File: config.mk
export PLATFORM = sky130hd
export DESIGN_NAME = encoder_2to4
export DESIGN_NICKNAME = d
export VERILOG_FILES = /design/src/rtl/encoder_2to4_pkg.sv /design/src/rtl/encoder_2to4_prio_enc_core.sv /design/src/rtl/encoder_2to4.sv
export SDC_FILE = /design/constraint.sdc
export NUM_CORES = 1
export LEC_CHECK = 0
export CORE_AREA = 2 2 39 41
export CTS_CLUSTER_SIZE = 14
export DETAILED_ROUTE_END_ITERATION = 8
export DIE_AREA = 0 0 41 43
export GPL_TIMING_DRIVEN = 0
export PLACE_DENSITY = 0.4
export SYNTH_ARGS = -nofsm -noshare
export SYNTH_HDL_FRONTEND = slang
export SYNTH_SLANG_ARGS = --single-unit
File: constraint.sdc
create_clock -name clk -period 0.8 [get_ports clk]
set_input_delay 0.2 -clock clk [delete_from_list [all_inputs] [get_ports clk]]
set_output_delay 0.2 -clock clk [all_outputs]
set_load 0.01 [all_outputs]
File: src/rtl/encoder_2to4_pkg.sv
// Shared defaults, the index-width helper and the request/index types for the
// registered priority encoder.
package encoder_2to4_pkg;

    localparam int unsigned WIDTH = 4;

    // Index width for a given request width (ceil(log2(w)))
    function automatic int unsigned out_w_of(input int unsigned w);
        int unsigned n;
        n = 0;
        while ((32'd1 << n) < w) begin
            n = n + 1;
        end
        return n;
    endfunction

    localparam int unsigned OUT_W = out_w_of(WIDTH);

    typedef logic [WIDTH-1:0] req_t;
    typedef logic [OUT_W-1:0] idx_t;

endpackage

File: src/rtl/encoder_2to4_prio_enc_core.sv
// Combinational fixed-priority encoder: the highest-numbered set bit wins.
module prio_enc_core
    import encoder_2to4_pkg::*;
#(
    parameter int unsigned WIDTH = encoder_2to4_pkg::WIDTH,
    localparam int unsigned OUT_W = out_w_of(WIDTH)
) (
    input  logic [WIDTH-1:0] i_req,
    output logic [OUT_W-1:0] o_idx,
    output logic             o_any,
    output logic [WIDTH-1:0] o_onehot
);

    // Upward scan: each later hit overwrites the earlier one
    always_comb begin
        o_idx    = '0;
        o_any    = 1'b0;
        o_onehot = '0;
        for (int unsigned k = 0; k < WIDTH; k++) begin
            if (i_req[k]) begin
                o_idx       = OUT_W'(k);
                o_any       = 1'b1;
                o_onehot    = '0;
                o_onehot[k] = 1'b1;
            end
        end
    end

endmodule

File: src/rtl/encoder_2to4.sv
// Registered priority encoder with enable; one output register stage and a
// synchronous active-high reset.
module encoder_2to4
    import encoder_2to4_pkg::*;
#(
    parameter int unsigned WIDTH = encoder_2to4_pkg::WIDTH,
    localparam int unsigned OUT_W = out_w_of(WIDTH)
) (
    input  logic             clk,
    input  logic             rst,
    input  logic             en,
    input  logic [WIDTH-1:0] i,
    output logic [OUT_W-1:0] y,
    output logic             valid,
    output logic [WIDTH-1:0] onehot
);

    if ((WIDTH < 2) || ((WIDTH & (WIDTH - 1)) != 0)) begin : g_bad_width
        $fatal(1, "encoder_2to4: WIDTH must be a power of two and at least 2");
    end

    logic [WIDTH-1:0] w_req;
    logic [OUT_W-1:0] w_idx;
    logic             w_any;
    logic [WIDTH-1:0] w_onehot;

    logic [OUT_W-1:0] r_y;
    logic             r_valid;
    logic [WIDTH-1:0] r_onehot;

    // Gate before encoding so unknowns on i cannot reach the outputs while disabled
    assign w_req = i & {WIDTH{en}};

    prio_enc_core #(.WIDTH(WIDTH)) u_core (
        .i_req    (w_req),
        .o_idx    (w_idx),
        .o_any    (w_any),
        .o_onehot (w_onehot)
    );

    always_ff @(posedge clk) begin
        if (rst) begin
            r_y      <= '0;
            r_valid  <= 1'b0;
            r_onehot <= '0;
        end else begin
            r_y      <= w_idx;
            r_valid  <= w_any;
            r_onehot <= w_onehot;
        end
    end

    assign y      = r_y;
    assign valid  = r_valid;
    assign onehot = r_onehot;

endmodule

==> metrics.yaml <==
routed.top_layer: "met4"
hold_start: "i[2]"
maxCapViolCount: 0
crit_slowest_cell: "dfxtp_1"
die_h_um: 43
synth.yosys.warnings: 0
numPlacedInstances: 48
p_sw_share_pct: 22.3
port_buffers: 13
slew_headroom_pct: 86.9
antenna_cells: 0
synth_area_um2: 218
drive_above_1_share_pct: 42.1
via_count: 198
drt_iter0_drc: 8
crit_type: "reg2out"
hold_path_end: "onehot[1]"
crit_required_ns: 0.60
routed_wl_um: 471
synth.avg_cell_area_um2: 11.5
dieWidth_um: 41
dr.pass1.iters: 4
gp_congestion: 0.616
start_util_pct: 15.7
dp_hpwl_um: 339
fill_cells: 153
fin_crit_sh_pct: 111
fin_crit_ns: 0.887
clockBufferDepth: 2
grt_max_degree: 6
switchingPower_mw: 0.172
synth_fp_nets: 26
drc_errors: 0
worst-path-buf-inv: 1
slew_viol_final: 0
tightest_slew_ns: 0.195
core-area_um2: 1380
yosysSeqAreaShare_pct: 64.4
ys_seq_elements: 7
power_mw: 0.769
worstHoldPathType: "in2reg"
internal_power_mw: 0.598
peakVddDrop_uv: 607
hold_buffers: 0
h-tree-depth: 1
path_delay_family: "flip-flops"
area_growth_pct: 75.3
nets: 46
pwr-share-clk_pct: 42.1
power_density_nw_per_um2: 2020
synthCells: 19
final_cell_mix: "dfxtp_1, buf_2, dlygate4sd2_1"
overflow: 0
violations: "setup timing"
tritoncts: "done"
rsz0062_at_grt: "yes"
grt_antenna_before_repair: 0
crit_path_end_kind: "primary output"
numClockSinks: 7
wl_met1_um: 163
critPathMaxStageDelay_ns: 0.31
die_area_um2: 1760
status: "complete, but fails checks"
fmax_ghz: 1.13
path_cells: "buf_2"
cts_root_buf: "clkbuf_4"
critPathArrivalTime_ns: 0.69
yosysTopAreaCellShare_pct: 64.4
wl_met3_um: 36
hold_violations: 0
grt_pass1_vias: 157
setup_slack_ns: -0.0871
grt_util_all_layers_pct: 6.43
met2_length_um: 252
whs_path_depth: 2
via_per_inst: 3.67
synth_area_leader_cell: "dfxtp_1"
p_seq_share_pct: 47.3
num_rows: 14
ys_types: 9
startpoint_type: "register"
cts_buffers: 3
cellLeakagePower_nw: 0.184
path_clk_slew_ns: 0.05
pin_count: 14
cp_max_fo: 1
synth_area_leaders: "dfxtp_1, nor2_1, nand2b_4"
combPwrFrac_pct: 10.6
final_cells: 54
grt_pass1_wl_um: 648
postRouteAntennaNets: 0
setup_viol_count_final: 7
drt-wirelength-per-cell_um: 8.72
Yosys cell counts:
cell / count
nand2b_4: 1
and4bb_2: 1
dfxtp_1: 7
nor2_1: 4
nor3b_1: 1
inv_1: 1
nand2b_1: 1
a21oi_1: 2
nor4b_1: 1
layout make-up:
class                   instances  area [um2]  area share, %
repair buffers                 15         110           28.9
well taps                      16        20.0           5.25
multi-input cells              11        80.1           21.0
inverters                       1        3.75          0.984
clock buffers                   4        26.3           6.89
flip-flops and latches          7         141           37.0
per-layer routing:
metal  vias to the layer above  global-route usage (%)
met2                        13                    8.75
li1                        100                       -
met3                         2                    3.14
met4                         0                    10.0
met1                        83                    4.84
met5                         -                       0
cells by family after synthesis:
family / after synthesis / share of synthesized area, %
buffers and inverters: 1 / 1.72
AND/OR/NAND/NOR: 9 / 29.3
flip-flops: 7 / 64.4
AO/OA/AOI/OAI: 2 / 4.60
registers in the layout, indices dropped and copies added, names as in the netlist:
name,flops
valid,1
y,2
onehot,4
worst max-delay path by stage:
stage	start	end	slack, ns	depth (start not counted)
finish	onehot[0]	onehot[0]	-0.09	1
global route	onehot[0]	onehot[0]	-0.11	1
CTS	onehot[0]	onehot[0]	-0.09	1
detailed placement	en	onehot[1]	-0.38	3
global placement	i[3]	onehot[0]	-0.35	3
floorplan	rst	onehot[0]	0.14	2
power by group through the flow:
| stage | Clock [mW] | Combinational (mW) | Sequential (mW) |
|---|---|---|---|
| CTS | 0.336 | 0.0813 | 0.364 |
| detailed placement | 0 | 0.0925 | 0.372 |
| global placement | 0 | 0.0916 | 0.371 |
| global route | 0.357 | 0.0881 | 0.365 |
| floorplan | 0 | 0.0218 | 0.379 |
| finish | 0.324 | 0.0817 | 0.364 |
through the flow:
step | setup TNS, ns | util (%) | instance area (um2) | hold slack [ns] | setup slack, ns
after floorplan | 0 | - | 218 | 0.276 | 0.137
after global placement | -3.22 | 26.6 | 368 | 0.820 | -0.352
after detailed placement | -3.34 | 26.6 | 368 | 0.834 | -0.381
after CTS | -0.536 | 27.0 | 374 | 0.321 | -0.0879
after global routing | -0.679 | 27.6 | 382 | 0.325 | -0.105
final | -0.479 | 27.6 | 382 | 0.319 | -0.0871
timing repair:
action	CTS	global route
endpoints found under the setup margin	9	7
pin swaps	1	0
resized for setup	34	2
setup buffers	2	0
hold endpoints to repair	0	0
(Power assumes the default switching activity.)
